<file path="src/rtl/riscv_retire_status.sv">
// riscv_retire_status: producer side of the core's test-status interface.
// Builds NUM_INST, OUTPUT_PORT, HALT and TIMEOUT from per-instruction retire
// events issued by the multi-cycle control FSM. All outputs are registered.
//
// Optional feature macro: RETIRE_WATCHDOG_EN
//   defined   : idle-cycle watchdog forces HALTED and raises TIMEOUT after
//               WDT_LIMIT consecutive cycles without a retire.
//   undefined : no idle counter, TIMEOUT tied low.
//
// state   | meaning
// --------+-----------------------------------------------------------------
// RUN     | normal operation, no halt prefix pending
// ARMED   | last accepted retire was HALT_PREFIX; HALT_INST next halts core
// HALTED  | terminal until reset; retires ignored, outputs frozen

module riscv_retire_status #(
    parameter logic [31:0] HALT_PREFIX = 32'h00c00093,
    parameter logic [31:0] HALT_INST   = 32'h00008067,
    parameter int unsigned WDT_LIMIT   = 1024
) (
    input  logic        CLK,
    input  logic        RSTn,
    input  logic        RETIRE,
    input  logic [31:0] INST,
    input  logic [1:0]  CLASS,
    input  logic [31:0] RF_WD,
    input  logic        BR_TAKEN,
    input  logic [11:0] ST_ADDR,
    output logic [31:0] NUM_INST,
    output logic [31:0] OUTPUT_PORT,
    output logic        HALT,
    output logic        TIMEOUT
);

    typedef enum logic [1:0] {
        ST_RUN    = 2'd0,
        ST_ARMED  = 2'd1,
        ST_HALTED = 2'd2
    } state_t;

    state_t      state_q, state_d;
    logic [31:0] num_q, num_d;
    logic [31:0] out_q, out_d;
    logic        accept;
    logic        wdt_fire;

    assign accept = RETIRE && (state_q != ST_HALTED);

`ifdef RETIRE_WATCHDOG_EN
    localparam logic [31:0] WDT_LAST = 32'(WDT_LIMIT - 1);

    logic [31:0] idle_q, idle_d;
    logic        timeout_q, timeout_d;

    // Firing on the last idle cycle before the limit makes HALT/TIMEOUT
    // appear on the same edge the counter would reach WDT_LIMIT; a retire
    // on that edge takes priority and clears the counter instead.
    assign wdt_fire = !RETIRE && (state_q != ST_HALTED) && (idle_q == WDT_LAST);

    // Idle counter and sticky timeout next-state.
    always_comb begin
        idle_d    = idle_q;
        timeout_d = timeout_q;
        if (accept) begin
            idle_d = '0;
        end else if (state_q != ST_HALTED) begin
            idle_d = idle_q + 32'd1;
        end
        if (wdt_fire) begin
            timeout_d = 1'b1;
        end
    end

    // Watchdog registers.
    always_ff @(posedge CLK) begin
        if (!RSTn) begin
            idle_q    <= '0;
            timeout_q <= 1'b0;
        end else begin
            idle_q    <= idle_d;
            timeout_q <= timeout_d;
        end
    end

    assign TIMEOUT = timeout_q;
`else
    assign wdt_fire = 1'b0;
    assign TIMEOUT  = 1'b0;
`endif

    // Halt FSM state register.
    always_ff @(posedge CLK) begin
        if (!RSTn) begin
            state_q <= ST_RUN;
        end else begin
            state_q <= state_d;
        end
    end

    // Halt FSM next-state: moves only on accepted retires or watchdog expiry.
    always_comb begin
        state_d = state_q;
        case (state_q)
            ST_RUN: begin
                if (accept && (INST == HALT_PREFIX)) begin
                    state_d = ST_ARMED;
                end
            end
            ST_ARMED: begin
                if (accept) begin
                    if (INST == HALT_INST) begin
                        state_d = ST_HALTED;
                    end else if (INST == HALT_PREFIX) begin
                        state_d = ST_ARMED;
                    end else begin
                        state_d = ST_RUN;
                    end
                end
            end
            ST_HALTED: state_d = ST_HALTED;
            default:   state_d = ST_RUN;
        endcase
        if (wdt_fire) begin
            state_d = ST_HALTED;
        end
    end

    // Halt FSM output: HALT decodes the registered state, so it is glitch-free.
    always_comb begin
        HALT = (state_q == ST_HALTED);
    end

    // Retire counter and result next-state; frozen once halted.
    always_comb begin
        num_d = num_q;
        out_d = out_q;
        if (accept) begin
            if (num_q != 32'hFFFF_FFFF) begin
                num_d = num_q + 32'd1;
            end
            case (CLASS)
                2'd0:    out_d = RF_WD;
                2'd1:    out_d = {31'b0, BR_TAKEN};
                2'd2:    out_d = {20'b0, ST_ADDR};
                default: out_d = out_q;
            endcase
        end
    end

    // Status registers driving the top-level ports.
    always_ff @(posedge CLK) begin
        if (!RSTn) begin
            num_q <= '0;
            out_q <= '0;
        end else begin
            num_q <= num_d;
            out_q <= out_d;
        end
    end

    assign NUM_INST    = num_q;
    assign OUTPUT_PORT = out_q;

endmodule

</file>
<file path="config.mk">
export PLATFORM = sky130hd
export DESIGN_NAME = riscv_retire_status
export DESIGN_NICKNAME = d
export VERILOG_FILES = /design/src/rtl/riscv_retire_status.sv
export SDC_FILE = /design/constraint.sdc
export NUM_CORES = 1
export LEC_CHECK = 0
export BUFFER_PORTS_ARGS = -buffer_cell sky130_fd_sc_hd__buf_2
export CAP_MARGIN = 0
export CELL_PAD_IN_SITES_DETAIL_PLACEMENT = 0
export CELL_PAD_IN_SITES_GLOBAL_PLACEMENT = 2
export CORE_ASPECT_RATIO = 1.75
export CORE_MARGIN = 3
export CORE_UTILIZATION = 24
export CTS_BUF_LIST = sky130_fd_sc_hd__clkbuf_4
export DETAILED_ROUTE_END_ITERATION = 6
export PLACE_DENSITY = 0.83
export RECOVER_POWER = 50
export SLEW_MARGIN = 20
export SYNTH_ARGS = -nofsm -noshare
export SYNTH_HDL_FRONTEND = slang
export SYNTH_SLANG_ARGS = --single-unit
</file>
<file path="constraint.sdc">
create_clock -name CLK -period 1.8 [get_ports CLK]
set_clock_uncertainty 0.2 [all_clocks]
set_input_delay 0.36 -clock CLK [delete_from_list [all_inputs] [get_ports CLK]]
set_output_delay 0.36 -clock CLK [all_outputs]
set_load 0.01 [all_outputs]
</file>
==> results of run 1 <==
critical path, delay by kind of cell (launching register included):
kind                       cells  cell delay (ps)
buffers and inverters          3              490
and+or+nand+nor                3              480
DFF                            1              400
adders and majority gates      1              170
AOI/OAI and AO/OA              2              140
path summary, 6_finish.rpt:
check / start / to / slack [ps] / depth (start not counted)
max reg2reg: NUM_INST[0]$_SDFFE_PN0P_ / NUM_INST[1]$_SDFFE_PN0P_ / -180 / 9
max: NUM_INST[0]$_SDFFE_PN0P_ / NUM_INST[1]$_SDFFE_PN0P_ / -180 / 9
min: RF_WD[3] / OUTPUT_PORT[3]$_SDFFE_PN0P_ / 20 / 3
min reg2reg: OUTPUT_PORT[30]$_SDFFE_PN0P_ / OUTPUT_PORT[30]$_SDFFE_PN0P_ / 260 / 2
routing by layer:
layer	share of wire, %	wire (µm)	up-vias
li1	-	-	1966
met1	35	4700	1897
met2	58	7790	119
met3	4.5	601	20
met4	2.1	278	0
met5	0	0	-
cell families (layout without fill, tap and decap cells):
| kind of cell | after synthesis | in the layout |
|---|---|---|
| simple gates | 183 | 185 |
| compound gates | 92 | 92 |
| flops | 66 | 66 |
| buf+inv | 40 | 301 |
| mux | 5 | 5 |
| fa+ha+maj | 4 | 4 |
| other cells | 1 | 1 |
where the power goes:
part | total, mW | internal (mW) | switching (mW) | leakage (nW)
Clock | 1.03 | 0.417 | 0.614 | 0.0656
Sequential | 1.52 | 1.49 | 0.0264 | 0.551
Combinational | 0.527 | 0.266 | 0.261 | 1.82
Total | 3.07 | 2.17 | 0.901 | 2.44
stage by stage:
step / instances / setup TNS (ps) / power, mW / area [µm²] / util [%]
after floorplan: 391 / -563 / 1.73 / 3360 / -
after global placement: 755 / -7240 / 1.93 / 4760 / 36.4
after detailed placement: 755 / -9000 / 1.94 / 4760 / 36.4
after CTS: 820 / -2470 / 3.10 / 5690 / 43.5
after global routing: 825 / -5530 / 3.23 / 5910 / 45.2
final: 825 / -3120 / 3.07 / 5910 / 45.2
sequential cells by signal, summed over array words and instances, names as in the netlist:
register,count
NUM_INST,32
OUTPUT_PORT,32
state_q,2
final cells by class:
type | instances | area share [%]
clock buffers | 9 | 1.14
clock inverters | 7 | 1.19
inverters | 11 | 0.699
multi-input cells | 287 | 37.4
flip-flops and latches | 66 | 23.3
well taps | 171 | 3.62
repair buffers | 274 | 32.7
what timing repair did:
item                                    4_1_cts  5_1_grt
hold buffers                                 29        0
hold endpoints to repair                     27        0
pin swaps                                    29       20
endpoints found under the setup margin       64       66
gates cloned                                  6        1
setup buffers                                15        4
resized for setup                            69       51
placed cells by master, fill, tap and decap left out, types with 4 or more instances in the layout:
| cell | instances |
|---|---|
| a21oi_1 | 31 |
| a21oi_2 | 13 |
| a221oi_2 | 7 |
| buf_2 | 112 |
| buf_4 | 73 |
| buf_6 | 21 |
| clkbuf_1 | 32 |
| clkbuf_4 | 9 |
| dfxtp_1 | 43 |
| dfxtp_2 | 12 |
| dfxtp_4 | 11 |
| dlygate4sd3_1 | 29 |
| inv_1 | 10 |
| mux2i_1 | 5 |
| nand2_1 | 41 |
| nand2_4 | 4 |
| nand2b_1 | 5 |
| nand3_1 | 26 |
| nand3_2 | 5 |
| nand4_1 | 9 |
| nor2_1 | 16 |
| nor3_1 | 14 |
| nor3_4 | 4 |
| nor4_1 | 5 |
| o21ai_1 | 5 |
| o21ai_2 | 6 |
| o31ai_1 | 8 |
| or3_1 | 11 |
| or3_4 | 5 |
| or4_1 | 6 |
==> results.sh, run 1 <==
export IMPL_drt_pre_antenna_iters=4
export IMPL_hold_class="in2reg"
export IMPL_die_area_um2=15000
export IMPL_synth_fa_ha_area_share_pct=1.54
export IMPL_wl_mm=13.4
export IMPL_ys_warnings_count=0
export IMPL_slew_viol_final=0
export IMPL_power_density_nw_per_um2=520
export IMPL_grt_util_met2_pct=34.5
export IMPL_die_width_um=94.0
export IMPL_area_growth_pct=81.8
export IMPL_grt_busiest_layer="met2"
export IMPL_start_util_pct=24.9
export IMPL_htree_levels=3
export IMPL_cp_start_kind="flop"
export IMPL_ys_ff_latch=66
export IMPL_yosysSeqAreaShare_pct=40.6
export IMPL_status="complete, but fails checks"
export IMPL_nNetsFinal=735
export IMPL_insertion_delay_ps=440
export IMPL_synth_edf_count=0
export IMPL_period_share_pct=110
export IMPL_met3_usage_pct=3.35
export IMPL_overflow=0
export IMPL_drcViolationCount=0
export IMPL_cts_clk_slew_worst_paths_ps=130
export IMPL_synth_simple_gate_area_share_pct=32.1
export IMPL_synth_compound_area_share_pct=18.5
export IMPL_io_buffers=146
export IMPL_ctsLongestPathBuffers=2
export IMPL_diodes=0
export IMPL_pre_cts_ws_ps=-293
export IMPL_finalWorstSetupSlack_ps=-178
export IMPL_synth_ff_type="dfxtp_1"
export IMPL_yosys_area_top_type="dfxtp_1"
export IMPL_core_um2=13100
export IMPL_hold_ws_ps=21.4
export IMPL_ios=148
export IMPL_dpl_hpwl_mm=9.05
export IMPL_max_stage_delay_ps=400
export IMPL_synth_area_leaders="dfxtp_1, a21oi_1, nand2_1"
export IMPL_crit_path_top_delay_cell="dfxtp_4"
export IMPL_track_usage_pct=17.8
export IMPL_worstPathRequired_ps=1960
export IMPL_cp_arrival_ps=2130
export IMPL_syn_inst=391
export IMPL_regArea_um2=1380
export IMPL_rsz0062_at_grt="yes"
export IMPL_use_met1_pct=18.2
export IMPL_synthMuxAreaShare_pct=1.54
export IMPL_drive_above_1_share_pct=50.8
export IMPL_worstPathMaxFanout=8
export IMPL_drtAntennaViolNets=0
export IMPL_synthArstFlopShare_pct=0
export IMPL_crit_chain="ha_4 -> and3_4 -> nand4_1 -> buf_4 -> nor4_4 -> buf_6 -> buf_6 -> o211ai_1 -> o31ai_1"
export IMPL_gp_congestion=0.822
export IMPL_finalCriticalPeriod_ps=1980
export IMPL_num_rows=55
export IMPL_fmax_mhz=506
export IMPL_grt_pass1_wl_mm=21.0
export IMPL_multiInputGateArea_um2=2210
export IMPL_wl_per_cell_um=16.2
export IMPL_cap_violations=0
export IMPL_numClockSinks=66
export IMPL_synth_top_area_share_pct=40.6
export IMPL_cts_buffers=9
export IMPL_end_kind="flop"
export IMPL_synth_xor_area_share_pct=0
export IMPL_vias_per_cell=4.85
export IMPL_finalSetupViolations=30
export IMPL_grt_max_degree=35
export IMPL_syn_nets=477
export IMPL_yosysMostFrequentCell="dfxtp_1"
export IMPL_die_h_um=160
export IMPL_hold_viol=0
export IMPL_synth_area_um2=3250
export IMPL_vias=4002
export IMPL_avgSynthCellArea_um2=8.31
export IMPL_p_leak_nw=2.44
export IMPL_cts_tree="built"
export IMPL_peakVddDrop_mv=0.518
export IMPL_fillers=1326
export IMPL_synthTopCellsByCount="dfxtp_1, nand2_1, a21oi_1"
export IMPL_synth_cell_types=51
export IMPL_violations="negative setup slack"
export IMPL_root_buffer="clkbuf_4"
export IMPL_grt_pass1_vias=4219
export IMPL_crit_top_cell="buf_6"
export IMPL_critical_path_class="reg2reg"
export IMPL_synth_top_family_by_area="simple AND/OR/NAND/NOR gates"
export IMPL_drt_iter0_markers=106
export IMPL_tightest_slew_ps=658
export IMPL_antenna_found_initial=0
export IMPL_relSlewSlack_pct=55.9
No activity file was read; power rests on OpenSTA's default activity.
==> run 2, diff against run 1 <==
Settings changed: CORE_MARGIN 3 to 4, REMOVE_ABC_BUFFERS set to 1.
==> run 2 against run 1 <==
Against the previous run: count of clock-buffer cells in the layout increased by 2; die area increased by 3.4%; via count unchanged; register-to-register slack got worse by 40 ps; the flow still finishes with violations (negative setup slack); critical endpoint is now NUM_INST[10]$_SDFFE_PN0P_.
==> results.sh, run 2 (synthesis results as in run 1) <==
export IMPL_status="complete, but fails checks"
export IMPL_violations="negative setup slack"
export IMPL_area_growth_pct=72.1
export IMPL_cp_arrival_ps=2170
export IMPL_peakVddDrop_mv=0.404
export IMPL_nNetsFinal=731
export IMPL_utilization_pct=42.0
export IMPL_p_total_mw=2.98
export IMPL_slew_viol_final=0
export IMPL_tightest_slew_ps=857
export IMPL_cts_buffers=9
export IMPL_antenna_found_initial=1
export IMPL_final_cell_mix="buf_2, buf_4, dfxtp_1"
export IMPL_place_area_um2=4680
export IMPL_rsz0062_at_grt="yes"
export IMPL_worstPathRequired_ps=1950
export IMPL_num_rows=56
export IMPL_max_stage_delay_ps=480
export IMPL_stdcell_count=824
export IMPL_die_h_um=162
export IMPL_wl_met1_mm=4.45
export IMPL_die_area_um2=15500
export IMPL_drt_iter0_markers=79
export IMPL_insertion_delay_ps=430
export IMPL_power_density_nw_per_um2=532
export IMPL_grt_max_degree=35
export IMPL_cts_clk_slew_worst_paths_ps=120
export IMPL_numClockSinks=66
export IMPL_fin_area_um2=5600
export IMPL_wl_per_cell_um=15.3
export IMPL_cp_start_kind="flop"
export IMPL_crit_chain="ha_4 -> buf_4 -> nand2_4 -> nor3_4 -> nand2_2 -> buf_6 -> or4_4 -> a21oi_2"
export IMPL_root_buffer="clkbuf_4"
export IMPL_grt_pass1_vias=3975
export IMPL_vias=4002
export IMPL_wl_met3_um=538
export IMPL_fillers=1372
export IMPL_hold_class="in2reg"
export IMPL_end_kind="flop"
export IMPL_crit_buf_inv=2
export IMPL_gp_congestion=0.821
export IMPL_finalCriticalPeriod_ps=2010
export IMPL_dpl_hpwl_mm=8.90
export IMPL_hold_viol=0
export IMPL_crit_path_top_delay_cell="or4_4"
export IMPL_io_buffers=146
export IMPL_finalWorstSetupSlack_ps=-213
export IMPL_wl_mm=12.6
export IMPL_start_util_pct=24.4
export IMPL_grt_pass1_wl_mm=19.2
export IMPL_critical_path_class="reg2reg"
export IMPL_cap_violations=0
export IMPL_regArea_um2=1350
export IMPL_period_share_pct=112
export IMPL_p_int_mw=2.16
export IMPL_comb_power_share_pct=15.2
export IMPL_pre_cts_ws_ps=-294
export IMPL_ios=148
export IMPL_drive_above_1_share_pct=45.8
export IMPL_worstPathMaxFanout=6
export IMPL_power_frac_seq_pct=51.2
export IMPL_p_sw_uw=818
export IMPL_drt_pre_antenna_iters=4
export IMPL_drcViolationCount=0
export IMPL_fmax_mhz=497
export IMPL_mostFrequentLayoutCell="buf_2"
export IMPL_crit_family="simple AND/OR/NAND/NOR gates"
export IMPL_routed_wl_met2_mm=7.21
export IMPL_drtAntennaViolNets=0
export IMPL_die_width_um=96.0
export IMPL_dp_cells=761
export IMPL_cts_tree="built"
export IMPL_finalSetupViolations=33
export IMPL_p_leak_nw=2.30
export IMPL_overflow=0
export IMPL_top_layer_used="met4"
export IMPL_htree_levels=3
export IMPL_multiInputGateArea_um2=2040
export IMPL_core_um2=13300
export IMPL_pwr_share_clk_pct=33.6
export IMPL_track_usage_pct=15.6
export IMPL_p_sw_share_pct=27.5
export IMPL_relSlewSlack_pct=42.8
export IMPL_ctsLongestPathBuffers=2
export IMPL_vias_per_cell=4.86
run 2: metrics by stage:
stage / hold WS, ps / setup TNS, ps
4_1_cts: 2.14 / -3310
3_3_place_gp: 236 / -7750
6_report: 36.6 / -4760
5_1_grt: 37.9 / -7490
2_1_floorplan: 218 / -25550
3_5_place_dp: 242 / -9630
run 2: routing by layer:
metal	vias to the layer above	track usage [%]
met4	0	6.87
li1	1955	-
met2	113	29.6
met5	-	0
met1	1908	16.0
met3	26	2.73
run 2: cell type report:
cell class / count / area share (%)
repair buffers: 271 / 32.4
clock inverters: 4 / 0.783
inverters: 11 / 0.738
flip-flops and latches: 66 / 24.1
multi-input cells: 286 / 36.5
well taps: 174 / 3.89
clock buffers: 11 / 1.48
diodes: 1 / 0.0447
run 2: final timing paths:
check / slack, ps / to / cells after the start / startpoint
worst min register to register: 260 / OUTPUT_PORT[22]$_SDFFE_PN0P_ / 2 / OUTPUT_PORT[22]$_SDFFE_PN0P_
worst min-delay path: 40 / OUTPUT_PORT[1]$_SDFFE_PN0P_ / 3 / ST_ADDR[1]
worst max-delay path: -210 / NUM_INST[10]$_SDFFE_PN0P_ / 8 / NUM_INST[1]$_SDFFE_PN0P_
worst max register to register: -210 / NUM_INST[10]$_SDFFE_PN0P_ / 8 / NUM_INST[1]$_SDFFE_PN0P_
run 2: worst min-delay path: cells and delay by family:
kind / cells / cell delay (ps)
and+or+nand+nor: 1 / 110
buffers and inverters: 1 / 80
AOI/OAI and AO/OA: 1 / 60
run 2: timing repair:
action | 4_1_cts | 5_1_grt
setup endpoints to repair | 61 | 37
pin swaps | 26 | 19
setup buffers | 10 | 10
resized for setup | 57 | 60
hold endpoints to repair | 23 | 0
hold buffers | 25 | 0
cloned | 2 | 3
run 2: power groups by stage:
stage	combinational [mW]	clock [mW]	sequential [mW]
after floorplan	0.139	0	1.58
after global placement	0.382	0	1.56
after detailed placement	0.387	0	1.56
after CTS	0.438	1.05	1.53
after global routing	0.497	1.08	1.53
final	0.452	1.00	1.52
